`src/rtl/morse_key_controller_pkg.sv`:
```
// Shared types and constants for the Morse key sequencer (package morse_ctrl_pkg).
package morse_ctrl_pkg;

  typedef enum logic [2:0] {
    StClear,
    StIdle,
    StPress,
    StGap,
    StLatch,
    StOut
  } ctrl_state_e;

  localparam logic SYM_DOT  = 1'b1;
  localparam logic SYM_DASH = 1'b0;

  localparam int unsigned MAX_SYMBOLS = 5;
  localparam logic [7:0]  ASCII_NUL   = 8'h00;

endpackage

```
`src/rtl/morse_key_controller_if.sv`:
```
// Decoder-side control and character output stream of the Morse key sequencer.
interface morse_key_controller_if;

  logic       dec_step;
  logic       dec_in;
  logic       dec_clear;
  logic [7:0] dec_char;
  logic       char_valid;
  logic [7:0] char_data;
  logic       char_ready;

  modport master (
    output dec_step, dec_in, dec_clear, char_valid, char_data,
    input  dec_char, char_ready
  );

  modport slave (
    input  dec_step, dec_in, dec_clear, char_valid, char_data,
    output dec_char, char_ready
  );

endinterface

```
`src/rtl/morse_tick_gen.sv`:
```
// Prescaler: one-cycle tick every TickDiv clocks, phase reset by restart_i.
module morse_tick_gen #(
  parameter int unsigned TickDiv = 1000
) (
  input  logic clk_i,
  input  logic rst_ni,
  input  logic restart_i,
  output logic tick_o
);

  localparam int unsigned CntW = (TickDiv > 1) ? $clog2(TickDiv) : 1;
  localparam logic [CntW-1:0] CntMax = CntW'(TickDiv - 1);

  logic [CntW-1:0] cnt_q, cnt_d;

  always_comb begin
    tick_o = 1'b0;
    cnt_d  = cnt_q + 1'b1;
    if (restart_i) begin
      cnt_d = '0;
    end else if (cnt_q == CntMax) begin
      tick_o = 1'b1;
      cnt_d  = '0;
    end
  end

  always_ff @(posedge clk_i or negedge rst_ni) begin
    if (!rst_ni) begin
      cnt_q <= '0;
    end else begin
      cnt_q <= cnt_d;
    end
  end

endmodule

```
`src/rtl/morse_key_controller.sv`:
```
// Times key presses/gaps, steps the Morse decoder and hands out decoded letters.
// Optional MORSE_CTRL_ERR_CNT_EN adds a saturating count of discarded letters.
module morse_key_controller
  import morse_ctrl_pkg::*;
#(
  parameter int unsigned TickDiv   = 1000,
  parameter int unsigned DotMax    = 3,
  parameter int unsigned LetterGap = 7
) (
  input  logic                   clk_i,
  input  logic                   rst_ni,
  input  logic                   key_i,
  morse_key_controller_if.master ctrl
`ifdef MORSE_CTRL_ERR_CNT_EN
  ,
  output logic [7:0]             err_count_o
`endif
);

  localparam int unsigned PressW = $clog2(DotMax + 2);
  localparam int unsigned GapW   = (LetterGap > 0) ? $clog2(LetterGap + 1) : 1;
  localparam int unsigned SymW   = $clog2(MAX_SYMBOLS + 1);

  localparam logic [PressW-1:0] PressSat = PressW'(DotMax + 1);
  localparam logic [PressW-1:0] DotLim   = PressW'(DotMax);
  localparam logic [GapW-1:0]   GapEnd   = GapW'(LetterGap);
  localparam logic [SymW-1:0]   SymMax   = SymW'(MAX_SYMBOLS);

  ctrl_state_e       state_q, state_d;
  logic [PressW-1:0] press_cnt_q, press_cnt_d;
  logic [GapW-1:0]   gap_cnt_q, gap_cnt_d;
  logic [SymW-1:0]   sym_cnt_q, sym_cnt_d;
  logic              ovf_q, ovf_d;
  logic              key_q;
  logic              dec_step_q, dec_step_d;
  logic              dec_in_q, dec_in_d;
  logic              dec_clear_q, dec_clear_d;
  logic              char_valid_q, char_valid_d;
  logic [7:0]        char_data_q, char_data_d;
  logic              restart;
  logic              tick;
  logic              key_rise, key_fall;

  assign key_rise = key_i & ~key_q;
  assign key_fall = ~key_i & key_q;

  morse_tick_gen #(
    .TickDiv (TickDiv)
  ) u_tick_gen (
    .clk_i     (clk_i),
    .rst_ni    (rst_ni),
    .restart_i (restart),
    .tick_o    (tick)
  );

  always_comb begin
    state_d      = state_q;
    press_cnt_d  = press_cnt_q;
    gap_cnt_d    = gap_cnt_q;
    sym_cnt_d    = sym_cnt_q;
    ovf_d        = ovf_q;
    dec_step_d   = 1'b0;
    dec_in_d     = dec_in_q;
    dec_clear_d  = 1'b0;
    char_valid_d = char_valid_q;
    char_data_d  = char_data_q;
    restart      = 1'b0;

    unique case (state_q)
      // Every entry into CLEAR pre-arms dec_clear, so its pulse lands in the first CLEAR cycle.
      StClear: begin
        sym_cnt_d = '0;
        ovf_d     = 1'b0;
        if (dec_clear_q) begin
          state_d = StIdle;
        end else begin
          dec_clear_d = 1'b1;
        end
      end
      StIdle: begin
        if (key_rise) begin
          state_d     = StPress;
          press_cnt_d = '0;
          restart     = 1'b1;
        end
      end
      StPress: begin
        if (key_fall) begin
          restart   = 1'b1;
          gap_cnt_d = '0;
          if (press_cnt_q == '0) begin
            state_d = (sym_cnt_q == '0) ? StIdle : StGap;
          end else begin
            state_d = StGap;
            if (sym_cnt_q < SymMax) begin
              dec_step_d = 1'b1;
              dec_in_d   = (press_cnt_q <= DotLim) ? SYM_DOT : SYM_DASH;
              sym_cnt_d  = sym_cnt_q + 1'b1;
            end else begin
              ovf_d = 1'b1;
            end
          end
        end else if (tick && (press_cnt_q != PressSat)) begin
          press_cnt_d = press_cnt_q + 1'b1;
        end
      end
      StGap: begin
        if (key_rise) begin
          state_d     = StPress;
          press_cnt_d = '0;
          restart     = 1'b1;
        end else if (gap_cnt_q == GapEnd) begin
          state_d = StLatch;
        end else if (tick) begin
          gap_cnt_d = gap_cnt_q + 1'b1;
        end
      end
      StLatch: begin
        if (!ovf_q && (ctrl.dec_char != ASCII_NUL)) begin
          char_data_d  = ctrl.dec_char;
          char_valid_d = 1'b1;
          state_d      = StOut;
        end else begin
          state_d     = StClear;
          dec_clear_d = 1'b1;
        end
      end
      StOut: begin
        if (ctrl.char_ready) begin
          char_valid_d = 1'b0;
          state_d      = StClear;
          dec_clear_d  = 1'b1;
        end
      end
      default: state_d = StClear;
    endcase
  end

  always_ff @(posedge clk_i or negedge rst_ni) begin
    if (!rst_ni) begin
      state_q      <= StClear;
      press_cnt_q  <= '0;
      gap_cnt_q    <= '0;
      sym_cnt_q    <= '0;
      ovf_q        <= 1'b0;
      key_q        <= 1'b0;
      dec_step_q   <= 1'b0;
      dec_in_q     <= 1'b0;
      dec_clear_q  <= 1'b0;
      char_valid_q <= 1'b0;
      char_data_q  <= 8'h00;
    end else begin
      state_q      <= state_d;
      press_cnt_q  <= press_cnt_d;
      gap_cnt_q    <= gap_cnt_d;
      sym_cnt_q    <= sym_cnt_d;
      ovf_q        <= ovf_d;
      key_q        <= key_i;
      dec_step_q   <= dec_step_d;
      dec_in_q     <= dec_in_d;
      dec_clear_q  <= dec_clear_d;
      char_valid_q <= char_valid_d;
      char_data_q  <= char_data_d;
    end
  end

  assign ctrl.dec_step   = dec_step_q;
  assign ctrl.dec_in     = dec_in_q;
  assign ctrl.dec_clear  = dec_clear_q;
  assign ctrl.char_valid = char_valid_q;
  assign ctrl.char_data  = char_data_q;

`ifdef MORSE_CTRL_ERR_CNT_EN
  logic       discard;
  logic [7:0] err_cnt_q;

  assign discard = (state_q == StLatch) && (ovf_q || (ctrl.dec_char == ASCII_NUL));

  always_ff @(posedge clk_i or negedge rst_ni) begin
    if (!rst_ni) begin
      err_cnt_q <= 8'h00;
    end else if (discard && (err_cnt_q != 8'hFF)) begin
      err_cnt_q <= err_cnt_q + 8'h01;
    end
  end

  assign err_count_o = err_cnt_q;
`endif

endmodule

```
`src/flat_wrapper.sv`:
```
// flat-port wrapper written by rule: the top's interface ports become plain ports
module morse_key_controller_flat import morse_ctrl_pkg::*;
#(
  parameter int unsigned TickDiv   = 1000,
  parameter int unsigned DotMax    = 3,
  parameter int unsigned LetterGap = 7
)
  (clk_i, rst_ni, key_i, ctrl_dec_step, ctrl_dec_in, ctrl_dec_clear, ctrl_char_valid, ctrl_char_data, ctrl_dec_char, ctrl_char_ready);
  morse_key_controller_if ctrl_i ();
  input  logic clk_i;
  input  logic rst_ni;
  input  logic key_i;
  output wire logic [$bits(ctrl_i.dec_step)-1:0] ctrl_dec_step;
  output wire logic [$bits(ctrl_i.dec_in)-1:0] ctrl_dec_in;
  output wire logic [$bits(ctrl_i.dec_clear)-1:0] ctrl_dec_clear;
  output wire logic [$bits(ctrl_i.char_valid)-1:0] ctrl_char_valid;
  output wire logic [$bits(ctrl_i.char_data)-1:0] ctrl_char_data;
  input wire logic [$bits(ctrl_i.dec_char)-1:0] ctrl_dec_char;
  input wire logic [$bits(ctrl_i.char_ready)-1:0] ctrl_char_ready;
  assign ctrl_dec_step = ctrl_i.dec_step;
  assign ctrl_dec_in = ctrl_i.dec_in;
  assign ctrl_dec_clear = ctrl_i.dec_clear;
  assign ctrl_char_valid = ctrl_i.char_valid;
  assign ctrl_char_data = ctrl_i.char_data;
  assign ctrl_i.dec_char = ctrl_dec_char;
  assign ctrl_i.char_ready = ctrl_char_ready;
  morse_key_controller #(.TickDiv(TickDiv), .DotMax(DotMax), .LetterGap(LetterGap)) u_core (.clk_i(clk_i), .rst_ni(rst_ni), .key_i(key_i), .ctrl(ctrl_i));
endmodule
```
`config.mk`:
```
export PLATFORM = sky130hd
export DESIGN_NAME = morse_key_controller_flat
export DESIGN_NICKNAME = d
export VERILOG_FILES = /design/src/rtl/morse_key_controller_pkg.sv /design/src/rtl/morse_key_controller_if.sv /design/src/rtl/morse_tick_gen.sv /design/src/rtl/morse_key_controller.sv /design/src/flat_wrapper.sv
export SDC_FILE = /design/constraint.sdc
export NUM_CORES = 1
export LEC_CHECK = 0
export ABC_CLOCK_PERIOD_IN_PS = 2800
export BUFFER_PORTS_ARGS = -buffer_cell sky130_fd_sc_hd__buf_4
export CORE_MARGIN = 2
export CORE_UTILIZATION = 45
export CTS_BUF_LIST = sky130_fd_sc_hd__clkbuf_16
export CTS_CLUSTER_SIZE = 24
export DETAILED_ROUTE_END_ITERATION = 8
export PLACE_DENSITY = 0.71
export SYNTH_ARGS = -nofsm -noshare
export SYNTH_HDL_FRONTEND = slang
export SYNTH_HIERARCHICAL = 1
export SYNTH_SLANG_ARGS = --single-unit
```
`constraint.sdc`:
```
create_clock -name clk_i -period 2.8 [get_ports clk_i]
set_input_delay 0.42 -clock clk_i [delete_from_list [all_inputs] [get_ports clk_i]]
set_output_delay 0.42 -clock clk_i [all_outputs]
set_load 0.05 [all_outputs]
```
Word level (Yosys, flattened, before mapping)

Index checks and enable logic that the tools add are counted.

Register bits after elaboration: 36
Input port bits: 12
Logic and storage cells: 112

Add/sub/neg operators: 4
$lt $le $gt $ge: 2
Eq/ne operators: 23
Mux-type cells: 46
Bitwise gates (word level): 5
Reductions and logical operators: 20

Operators by type and width:

| cell                  | count |
|---|---|
| $mux 3                | 18 |
| $mux 10               | 2 |
| $pmux 3 s2            | 3 |
| $pmux 3 s6            | 1 |
| $mux 1                | 17 |
| $ne 2x1->1 const B    | 8 |
| $reduce_and 4->1      | 4 |
| $ne 2x2->1 const B    | 6 |
| $add 10x1->10 const B | 1 |
| $eq 10x10->1 const B  | 1 |
| $reduce_and 5->1      | 2 |
| $add 3x1->3 const B   | 3 |
| $eq 3x3->1 const B    | 3 |
| $logic_not 3->1       | 3 |
| $reduce_bool 2->1     | 4 |
| $reduce_bool 8->1     | 1 |
| $eq 3x2->1 const B    | 2 |
| $pmux 1 s2            | 3 |
| $eq 3x1->1 const B    | 1 |
| $le 3x2->1 const B    | 1 |
| $lt 3x3->1 const B    | 1 |
| $ne 3x1->1 const B    | 1 |
| $ne 3x3->1 const B    | 1 |
| $not 1->1             | 3 |
| 8 further kinds       | 10 |

Longest topological paths before layout

Gate-level depths: netlist of the first run.

Depth in word-level cells: 9
Gate-level depth with buffers: 9
Depth with buffers taken out: 9

By module

The synthesis of the first run kept the hierarchy.

By module, submodules not included:

| module               | instances | cells an instance | area each (µm²) | sequential area each (µm²) |
|---|---|---|---|---|
| morse_key_controller | 1         | 124               | 1373.8          | 650.6 |
| morse_tick_gen       | 1         | 53                | 505.5           | 250.2 |

Worst setup path after synthesis of the first run

Ideal clock, no wire load.

Kind: flip-flop to flip-flop
From: register u_core.u_tick_gen.cnt_q[0]
To: register u_core.gap_cnt_q[0]
Setup time: 0.125 ns
Data arrival time: 1.891 ns
Required time: 2.675 ns
Slack: 0.784 ns
Cell stages (with the launch flop): 9
Path buffers: 0
Period minus slack after synthesis: 2.016 ns
Path through: dfrtp_1 ha_1 nand2_1 nor3_1 nand3_1 nor2_1 nand4b_1 a21oi_1 mux2_2

Word-level cells in the longest chain between the ends: 5

Ends and longest elaborated chain:

| what                       | line                        | RTL |
|---|---|---|
| start: declaration         | morse_tick_gen.sv:14        | `logic [CntW-1:0] cnt_q, cnt_d;` |
| start signal: assignment   | morse_tick_gen.sv:31        | `cnt_q <= cnt_d;` |
| $eq 10x10->1               | morse_tick_gen.sv:21        | `end else if (cnt_q == CntMax) begin` |
| $mux 1                     | morse_tick_gen.sv:21        |  |
| $mux 1                     | morse_tick_gen.sv:19        | `if (restart_i) begin` |
| net u_core.tick            | morse_key_controller.sv:41  | `logic tick;` |
| $ne 2x1->1 (no line)       | -                           |  |
| $reduce_and 5->1 (no line) | -                           |  |
| end signal: assignment     | morse_key_controller.sv:155 | `gap_cnt_q <= gap_cnt_d;` |
| end: declaration           | morse_key_controller.sv:31  | `logic [GapW-1:0] gap_cnt_q, gap_cnt_d;` |

The timed path passes the listed nets, and every way through them passes these cells.
A chain may end at the register's enable or synchronous reset.

Worst setup path after layout of the first run

From: register u_core.state_q[0]
To: register u_core.gap_cnt_q[0]

Word-level cells in the longest chain between the ends: 6
Elaborated cells on any way between the ends: 13
Classes of those cells: 7 x eq/ne; 3 x mux; 3 x reduce/logical

Ends and longest elaborated chain:

| what                                     | line                        | RTL |
|---|---|---|
| start: declaration                       | morse_key_controller.sv:29  | `ctrl_state_e state_q, state_d;` |
| start signal: assignment                 | morse_key_controller.sv:141 | `state_q <= StClear;` |
| start signal: assignment                 | morse_key_controller.sv:153 | `state_q <= state_d;` |
| $eq 3x1->1 or $eq 3x2->1 (tied branches) | morse_key_controller.sv:69  | `unique case (state_q)` |
| $reduce_or 2->1 (no line)                | -                           |  |
| $pmux 1 s2 *                             | morse_key_controller.sv:69  |  |
| net u_core.restart                       | morse_key_controller.sv:40  | `logic restart;` |
| $mux 1 *                                 | morse_tick_gen.sv:19        |  |
| net u_core.tick                          | morse_key_controller.sv:41  |  |
| $ne 2x1->1 (no line) *                   | -                           |  |
| $reduce_and 5->1 (no line) *             | -                           |  |

The timed path passes the listed nets; every way through them passes the cells marked *.

==> qor.csv, run 1 <==
metric;value;unit
netlist-cell-type-count;47;
cts_buffer_depth;2;
drt_iter0_drc;96;
cts_num_sinks;36;
slowest_delay;0.58;ns
min_period_over_period;80.8;%
startpoint;u_core/state_q[0];
cts_tree;built;
ys.flop_type;dfrtp_1;
status;finished, final reports clean;
via_per_inst;5.29;
powerDensity;982;mW/mm²
swShare;39.4;%
crit_arrival;2.42;ns
ioPinCount;24;
r2r-start;u_core/state_q[0];
comb_power_share;39.3;%
postSynth.asyncResetShare;100;%
hold-worst-slack;0.0968;ns
critical_path_class;reg -> reg;
rsz0062_at_grt;no;
grt_overflow;0;
yosysTopAreaCell;dfrtp_1;
clock-root-buffer;clkbuf_16;
placed_cell_area;0.00210;mm²
final_cell_mix;36 x dfrtp_1, 24 x buf_4, 18 x nand2_1;
antenna_found_initial;0;
drive_gt1_share;24.8;%
fin_setup_tns;0;ns
drt-wirelength-per-cell;13.2;µm
crit_chain;or2_0 -> o21ai_0 -> nor2_1 -> nand4b_1 -> a21oi_1 -> mux2_2;
cts_buffers;5;
start_util;47.0;%
tightest_slew;0.566;ns
route.vias.total;1353;
cts_hold_buf;0;
htree_levels;2;
fin_skew;0.00264;ns
ant_nets;0;
synth_edf_count;0;
seq_area_frac_synth;47.9;%
cp_max_fo;15;
pwr-share-clk;23.3;%
cp.buffers_inverters;0;
rr_worst_depth;6;
syn2layout_area_growth;19.2;%
worstSetupEndpointType;flop;
grt_max_degree;37;
cap_violations;0;
nNetsFinal;225;
clk_latency;0.27;ns
grt_pass1_wl;5.54;mm
leakage;0.975;nW
p_int;1.33;mW
core;0.00400;mm²
ir_drop;0.716;mV
synth_cells;177;
critPathLaunchType;flop;
cp.required;2.96;ns
dpl.hpwl;2.43;mm
track_usage;16.1;%
path_clk_slew;0.05;ns
place.gp.congestion;0.771;
syn-num-nets;197;
post_cts_buffers;0;
grt_pass1_vias;1295;
p_seq_share;37.4;%
setup-violations-final;0;
r2r_slack;0.54;ns
die_w;68.6;µm
post_cts_resized;0;
hold_violations;0;
final_common_cell;dfrtp_1;
maxSlewHeadroom;62.2;%
switchingPower;867;µW
ys_ff_latch;36;
fp.dieArea;0.00471;mm²
cp_top_family;simple AND/OR/NAND/NOR gates;
drc;0;
netlist.area_leader.share;47.9;%
rows;23;
yosys_warnings;6;
die_h;68.6;µm
max_freq;442;MHz
num_antenna_cells;0;
first_pass_iters;4;
hold_class;in -> async;
final_area;0.00224;mm²
io_buffer_count;23;
drt_wl_total;3.37;mm
final-max-slew-violation-count;0;
r2r-end;u_core/gap_cnt_q[0];
syn_area_per_cell;10.6;µm²
final.min_clock_period;2.26;ns
synth_area_leaders;dfrtp_1 48%, mux2_2 5.4%, ha_1 5.3%;
netlist_area;0.00188;mm²
crit_slowest_cell;dfrtp_1;
## stage by stage
stage	cells	worst slack (ns)	utilization [%]	power [mW]
floorplan	177	0.784	-	1.47
global placement	248	0.597	52.5	1.68
detailed placement	248	0.554	52.5	1.70
CTS	256	0.535	56.0	2.22
global route	256	0.443	56.0	2.36
finish	256	0.537	56.0	2.20
## registers in the layout (all words and copies together) (netlist names)
register                 count
u_core/u_tick_gen/cnt_q     10
u_core/ctrl.char_data        8
u_core/gap_cnt_q             3
u_core/press_cnt_q           3
u_core/state_q               3
u_core/sym_cnt_q             3
u_core/ctrl.char_valid       1
u_core/ctrl.dec_clear        1
u_core/ctrl.dec_in           1
u_core/ctrl.dec_step         1
u_core/key_q                 1
u_core/ovf_q                 1
## worst max path at each step
stage,to,cells after the start
floorplan,u_core/gap_cnt_q[0],8
global placement,u_core/gap_cnt_q[0],6
detailed placement,u_core/gap_cnt_q[0],6
CTS,u_core/gap_cnt_q[0],6
global route,u_core/gap_cnt_q[0],8
finish,u_core/gap_cnt_q[0],6
## power by group through the flow
stage / Clock (mW) / Combinational (mW) / Sequential (mW)
after floorplan: 0 / 0.404 / 1.06
after global placement: 0 / 0.857 / 0.825
after detailed placement: 0 / 0.865 / 0.830
after CTS: 0.529 / 0.872 / 0.820
after global routing: 0.553 / 0.955 / 0.848
final: 0.513 / 0.865 / 0.822
## cells by family after synthesis
logic type | count (synthesis) | share of synthesized area (%)
and+or+nand+nor | 70 | 22.1
AOI/OAI and AO/OA | 32 | 11.7
buffers and inverters | 13 | 3.06
xor gates and xnor gates | 5 | 2.33
muxes | 13 | 7.52
adders and majority gates | 8 | 5.33
DFF | 36 | 47.9
## Yosys cell counts, types with 2 or more instances
cell      instances
nor2_1           13
mux2_2            9
o21a_1            2
nor2b_1           4
o21ai_0           8
mux2i_1           4
a31oi_1           3
ha_1              8
or3_1             2
or2b_1            2
dfrtp_1          36
xnor2_1           3
nand2b_1          6
a31o_2            2
nand3b_1          3
xor2_1            2
inv_1            10
nand2_1          18
nand3_1           6
nor4_2            2
a21oi_1           8
## layer usage
| metal | share of wire (%) | vias up | GRT usage, % |
|---|---|---|---|
| met1 | 43 | 634 | 19.2 |
| met4 | 1.4 | 0 | 8.25 |
| met2 | 50 | 37 | 26.7 |
| met3 | 6.0 | 4 | 4.06 |
| met5 | 0 | - | 0 |
| li1 | - | 678 | - |
## area by class of cell
class	instances	area [µm²]
Multi-Input combinational cell	128	921
Sequential cell	36	901
Tap cell	50	62.6
Inverter	10	37.5
Clock buffer	5	125
Fill cell	345	1760
Clock inverter	3	13.8
Timing Repair Buffer	24	180
Power figures use the tool's default switching activity.
==> run 2, diff against run 1 <==
- ABC_AREA: not set -> 1
- ABC_CLOCK_PERIOD_IN_PS: 2800 -> 2000
- PLACE_DENSITY: 0.71 -> 0.73
- clock period: 2.8 -> 2 ns (I/O delays scaled with it)
==> qor.csv, run 2 <==
metric;value;unit;change
status;finished, final reports clean;;
synth_most_common_cell;nand2_1;;
postSynth.asyncResetShare;100;%;unchanged
switchingPower;1.42;mW;+63%
swShare;43.0;%;+3.6 points
p_seq_share;33.4;%;-4.0 points
r2r_slack;0.27;ns;-0.26 ns
clock-root-buffer;clkbuf_16;;
drt_iter0_drc;69;;-28%
yosysTopAreaCell;dfrtp_1;;
route.vias.total;1508;;+11%
cp.required;2.20;ns;-0.76 ns
die_h;69.1;µm;+0.62%
ir_drop;0.777;mV;+8.6%
rows;23;;unchanged
htree_levels;2;;unchanged
core;0.00403;mm²;+0.72%
ant_nets;0;;unchanged
track_usage;15.9;%;-0.21 points
syn_area_per_cell;8.32;µm²;-22%
netlist-cell-type-count;24;;-49%
syn-num-nets;249;;+26%
holdPathStages;1;;
yosys_warnings;6;;unchanged
final_cell_mix;55 x nand2_1, 36 x dfrtp_1, 32 x inv_1;;
rsz0062_at_grt;no;;
drc;0;;unchanged
clk_latency;0.28;ns;about the same
place.gp.congestion;0.834;;+8.2%
grt_overflow;0;;unchanged
io_buffer_count;23;;unchanged
utilization;57.0;%;+1.0 points
cts_tree;built;;
hold_class;in -> reg;;
die_w;69.1;µm;+0.62%
r2r-start;u_core/u_tick_gen/cnt_q[0];;
critPathLaunchType;flop;;
p_int;1.88;mW;+41%
fp.dieArea;0.00477;mm²;+1.2%
crit_arrival;1.93;ns;-0.49 ns
leakage;1.20;nW;+23%
max_freq;580;MHz;+31%
seq_area_frac_synth;47.3;%;-0.63 points
pwr-share-clk;22.2;%;-1.1 points
hold_path_startpoint;key_i;;
cts_buffers;5;;unchanged
via_per_inst;4.83;;-8.5%
ioPinCount;24;;unchanged
final.min_clock_period;1.73;ns;-0.537 ns
num_antenna_cells;0;;unchanged
regMostFlops;u_core/u_tick_gen/cnt_q;;
critical_path_class;reg -> reg;;
cp_max_fo;5;;-10
grtUsageMet3;5.12;%;+1.1 points
dpl.hpwl;2.53;mm;+4.0%
tightest_slew;0.438;ns;-0.128 ns
hold_path_end;u_core/key_q;;
largest_reg_flops;10;;unchanged
placed_cell_area;0.00215;mm²;+2.1%
ys.flop_type;dfrtp_1;;
globalRouteMet1Util;20.5;%;+1.3 points
comb_power_share;44.5;%;+5.2 points
antenna_found_initial;0;;unchanged
r2r-end;u_core/press_cnt_q[1];;
post_cts_resized;0;;unchanged
worstSetupEndpointType;flop;;
netlist_area;0.00190;mm²;+1.3%
hold_violations;0;;unchanged
maxSlewHeadroom;70.8;%;+8.6 points
use_met2;23.5;%;-3.2 points
grt_pass1_vias;1435;;+11%
synth_edf_count;0;;unchanged
final_area;0.00230;mm²;+2.5%
grt_pass1_wl;6.12;mm;+10%
synth_cells;229;;+29%
nNetsFinal;281;;+25%
final-max-slew-violation-count;0;;unchanged
rr_worst_depth;11;;+5
cts_buffer_depth;2;;unchanged
cts_hold_buf;1;;+1
min_period_over_period;86.3;%;+5.5 points
netlist.area_leader.share;47.3;%;-0.63 points
grt.busiest_layer;met2;;
grt_max_degree;37;;unchanged
cts_num_sinks;36;;unchanged
fin_skew;0.00415;ns;+0.00151 ns
final_common_cell;nand2_1;;
drt_wl_total;3.37;mm;-0.15%
first_pass_iters;4;;unchanged
cap_violations;0;;unchanged
path_clk_slew;0.05;ns;about the same
drt-wirelength-per-cell;10.8;µm;-18%
syn2layout_area_growth;20.6;%;
ys_ff_latch;36;;unchanged
synth_area_leaders;dfrtp_1 47%, nand2_1 11%, inv_1 6.1%;;
start_util;47.3;%;+0.29 points
setup-violations-final;0;;unchanged
synthTopCellsByCount;55 x nand2_1, 36 x dfrtp_1, 31 x inv_1, 21 x nor2_1, 17 x nand3_1;;
powerDensity;1430;mW/mm²;+46%
post_cts_buffers;0;;unchanged
fin_setup_tns;0;ns;unchanged
drive_gt1_share;22.5;%;-2.2 points
## run 2: cell types whose count changed after synthesis, sizes merged, moves of 6 or more
cell / change
inv: +24
nor2: +15
nand3: +14
mux2: -9
o21ai: +13
nand2: +41
nand2b: -6
## run 2: worst max path at each step
stage | start | to | slack (ns) | depth (start not counted)
2_1_floorplan | u_core/state_q[0] | u_core/press_cnt_q[0] | 0.29 | 10
3_3_place_gp | u_core/state_q[2] | u_core/press_cnt_q[1] | 0.34 | 10
3_5_place_dp | u_core/u_tick_gen/cnt_q[0] | u_core/press_cnt_q[1] | 0.29 | 11
4_1_cts | u_core/u_tick_gen/cnt_q[0] | u_core/press_cnt_q[1] | 0.26 | 11
5_1_grt | u_core/u_tick_gen/cnt_q[0] | u_core/press_cnt_q[0] | 0.04 | 11
6_report | u_core/u_tick_gen/cnt_q[0] | u_core/press_cnt_q[1] | 0.27 | 11
## run 2: layer usage
metal	part of all wire (%)	vias to the layer above	routed length, µm
met2	45	24	1530
met5	0	-	0
li1	-	799	-
met3	3.4	5	116
met1	49	680	1660
met4	1.7	0	58
## run 2: metrics by stage
step / total power [mW] / hold slack, ns / setup slack [ns] / cells
6_report: 3.29 / 0.160 / 0.274 / 312
5_1_grt: 3.54 / 0.151 / 0.0419 / 312
4_1_cts: 3.33 / 0.152 / 0.263 / 312
3_5_place_dp: 2.58 / 0.285 / 0.288 / 303
3_3_place_gp: 2.55 / 0.284 / 0.343 / 303
2_1_floorplan: 2.19 / 0.00441 / 0.294 / 229
## run 2: power by group through the flow
stage | Sequential, mW | Combinational [mW] | Clock, mW
after floorplan | 1.43 | 0.761 | 0
after CTS | 1.10 | 1.48 | 0.751
final | 1.10 | 1.46 | 0.730
after detailed placement | 1.11 | 1.47 | 0
after global placement | 1.11 | 1.44 | 0
after global routing | 1.13 | 1.62 | 0.787
## run 2: cell families after synthesis
logic type / count (synthesis) / share of synthesized area, %
DFF: 36 / 47.3
xor gates and xnor gates: 3 / 1.38
adders and majority gates: 8 / 5.26
and+or+nand+nor: 114 / 28.1
AOI/OAI and AO/OA: 33 / 10.9
buffers and inverters: 35 / 7.10
## run 2: critical path, stage by stage (launching register included)
cell     delay (ns)
dfrtp_1        0.36
ha_1           0.18
nand2_1        0.09
nor2_2         0.13
nand3_1        0.17
nor2_1         0.13
inv_1          0.07
a21oi_1        0.11
nand3_1        0.10
nand2_1        0.15
nand3_1        0.09
o21ai_1        0.09
## run 2: area by class of cell
type                       instances  area (µm²)
clock buffer                       5         125
clock inverter                     3        15.0
fill                             401        1730
inverter                          34         128
multi-input combinational        158         868
sequential                        36         901
tap                               50        62.6
timing repair buffer              26         198
==> run 3, diff against run 2 <==
- ABC_AREA: 1 -> not set
- BUFFER_PORTS_ARGS: -buffer_cell sky130_fd_sc_hd__buf_4 -> -buffer_cell sky130_fd_sc_hd__buf_2
- CORE_ASPECT_RATIO: not set -> 0.8
==> qor.csv, run 3 (synthesis results as in run 1) <==
metric;value;unit;change
hold_class;in -> async;;
route.vias.total;1397;;-7.4%
grt_overflow;0;;unchanged
grt_pass1_vias;1366;;-4.8%
cp.depth;8;;-3
final-max-slew-violation-count;0;;unchanged
critPathLaunchType;flop;;
grt.busiest_layer;met2;;
tightest_slew;0.806;ns;+0.368 ns
cap_violations;0;;unchanged
crit_arrival;2.01;ns;+0.08 ns
crit_slowest_cell;dfrtp_1;;
rr_worst_depth;8;;-3
final.min_clock_period;1.85;ns;+0.121 ns
antenna_found_initial;0;;unchanged
comb_power_share;41.0;%;-3.5 points
design_power_total;3.15;mW;-4.3%
utilization;58.7;%;+1.7 points
fin_cells;273;;-13%
cp.buffers_inverters;0;;-1
pwr-share-clk;23.5;%;+1.3 points
powerDensity;1380;mW/mm²;-4.1%
cts_tree;built;;
p_int;1.88;mW;+0.11%
drt_iter0_drc;46;;-33%
grt_pass1_wl;6.20;mm;+1.2%
globalRouteMet1Util;23.0;%;+2.5 points
io_buffer_count;23;;unchanged
via_per_inst;5.12;;+5.9%
fin_setup_tns;0;ns;unchanged
final_common_cell;dfrtp_1;;
ant_nets;0;;unchanged
start_util;48.1;%;+0.87 points
clock-root-buffer;clkbuf_16;;
critical_path_class;reg -> reg;;
status;finished, final reports clean;;
place_inst;264;;-13%
die_w;76.3;µm;+10%
leakage;1.02;nW;-15%
fin_skew;0.00362;ns;-0.000521 ns
maxSlewHeadroom;46.3;%;-25 points
drc;0;;unchanged
die_h;61.8;µm;-10%
regMostFlops;u_core/u_tick_gen/cnt_q;;
max_freq;541;MHz;-6.6%
drt-wirelength-per-cell;13.3;µm;+23%
rows;20;;-13%
slowest_delay;0.39;ns;+0.03 ns
syn2layout_area_growth;22.0;%;
cp.required;2.16;ns;-0.04 ns
ir_drop;1.04;mV;+33%
first_pass_iters;4;;unchanged
use_met2;26.0;%;+2.5 points
track_usage;17.3;%;+1.4 points
cp_top_family;simple AND/OR/NAND/NOR gates;;
rsz0062_at_grt;no;;
ioPinCount;24;;unchanged
largest_reg_flops;10;;unchanged
cts_buffer_depth;2;;unchanged
drt_wl_total;3.63;mm;+8.0%
fp.dieArea;0.00471;mm²;-1.2%
swShare;40.4;%;-2.6 points
switchingPower;1.27;mW;-10%
min_period_over_period;92.3;%;+6.1 points
cts_hold_buf;0;;-1
crit_chain;ha_1 -> nand2_1 -> nor3_2 -> nand3_1 -> nor2_2 -> nand4b_1 -> a21oi_2 -> mux2_2;;
htree_levels;2;;unchanged
worstSetupEndpointType;flop;;
core;0.00390;mm²;-3.1%
path_clk_slew;0.05;ns;about the same
nNetsFinal;237;;-16%
dpl.hpwl;2.64;mm;+4.4%
drive_gt1_share;30.7;%;+8.2 points
timing.final.ws_setup;0.153;ns;-0.121 ns
dpl_worst_slack;0.0393;ns;-0.248 ns
clk_latency;0.28;ns;about the same
place.gp.congestion;0.782;;-6.3%
final_cell_mix;35 x dfrtp_1, 23 x buf_2, 18 x nand2_1;;
num_antenna_cells;0;;unchanged
cp_max_fo;4;;-1
grtUsageMet3;4.91;%;-0.20 points
cts_buffers;5;;unchanged
setup-violations-final;0;;unchanged
hold_violations;0;;unchanged
cts_num_sinks;36;;unchanged
grt_max_degree;37;;unchanged
p_seq_share;35.5;%;+2.1 points
==> run 3: stage by stage <==
step	hold slack [ns]	cell area, µm²
finish	0.112	2290
global route	0.167	2290
CTS	0.139	2280
detailed placement	0.440	2140
global placement	0.431	2140
floorplan	0.00441	1880
==> run 3: what timing repair did <==
item                                    4_1_cts  5_1_grt
pin swaps                                     0        1
gates resized for setup                       1        3
endpoints found under the setup margin        2        6
hold endpoints to repair                      0        0
setup buffers                                 0        1
==> run 3: worst reg2reg max path, stage by stage, from the launching register on <==
cell	delay (ns)
dfrtp_1	0.39
ha_1	0.18
nand2_1	0.10
nor3_2	0.16
nand3_1	0.12
nor2_2	0.14
nand4b_1	0.12
a21oi_2	0.18
mux2_2	0.34
==> run 3: power by group through the flow <==
stage	clock network, mW	logic, mW	registers (mW)
after detailed placement	0	1.29	1.12
after floorplan	0	0.569	1.49
after global placement	0	1.27	1.12
final	0.741	1.29	1.12
after global routing	0.785	1.41	1.15
after CTS	0.759	1.30	1.12
==> run 3: layer usage <==
layer / share of wire (%) / vias up
met1: 51 / 660
met3: 3.0 / 11
li1: - / 706
met4: 2.3 / 0
met5: 0 / -
met2: 43 / 20
==> run 3: cell type report <==
class | instances | area, µm²
clock buffers | 5 | 125
clock inverters | 3 | 13.8
fillers | 346 | 1610
inverters | 10 | 37.5
multi-input cells | 128 | 932
flip-flops and latches | 36 | 902
well taps | 55 | 68.8
repair buffers | 36 | 213
==> run 3: path summary, 6_finish.rpt <==
path,start,end,slack (ns)
max in group asynchronous,rst_ni,u_core/state_q[0],1.33
min in group clk_i,key_i,u_core/key_q,0.17
min,rst_ni,u_core/sym_cnt_q[0],0.11
max reg2reg,u_core/u_tick_gen/cnt_q[1],u_core/gap_cnt_q[0],0.15
max,u_core/u_tick_gen/cnt_q[1],u_core/gap_cnt_q[0],0.15
min reg2reg,u_core/ctrl.char_data[1],u_core/ctrl.char_data[1],0.50
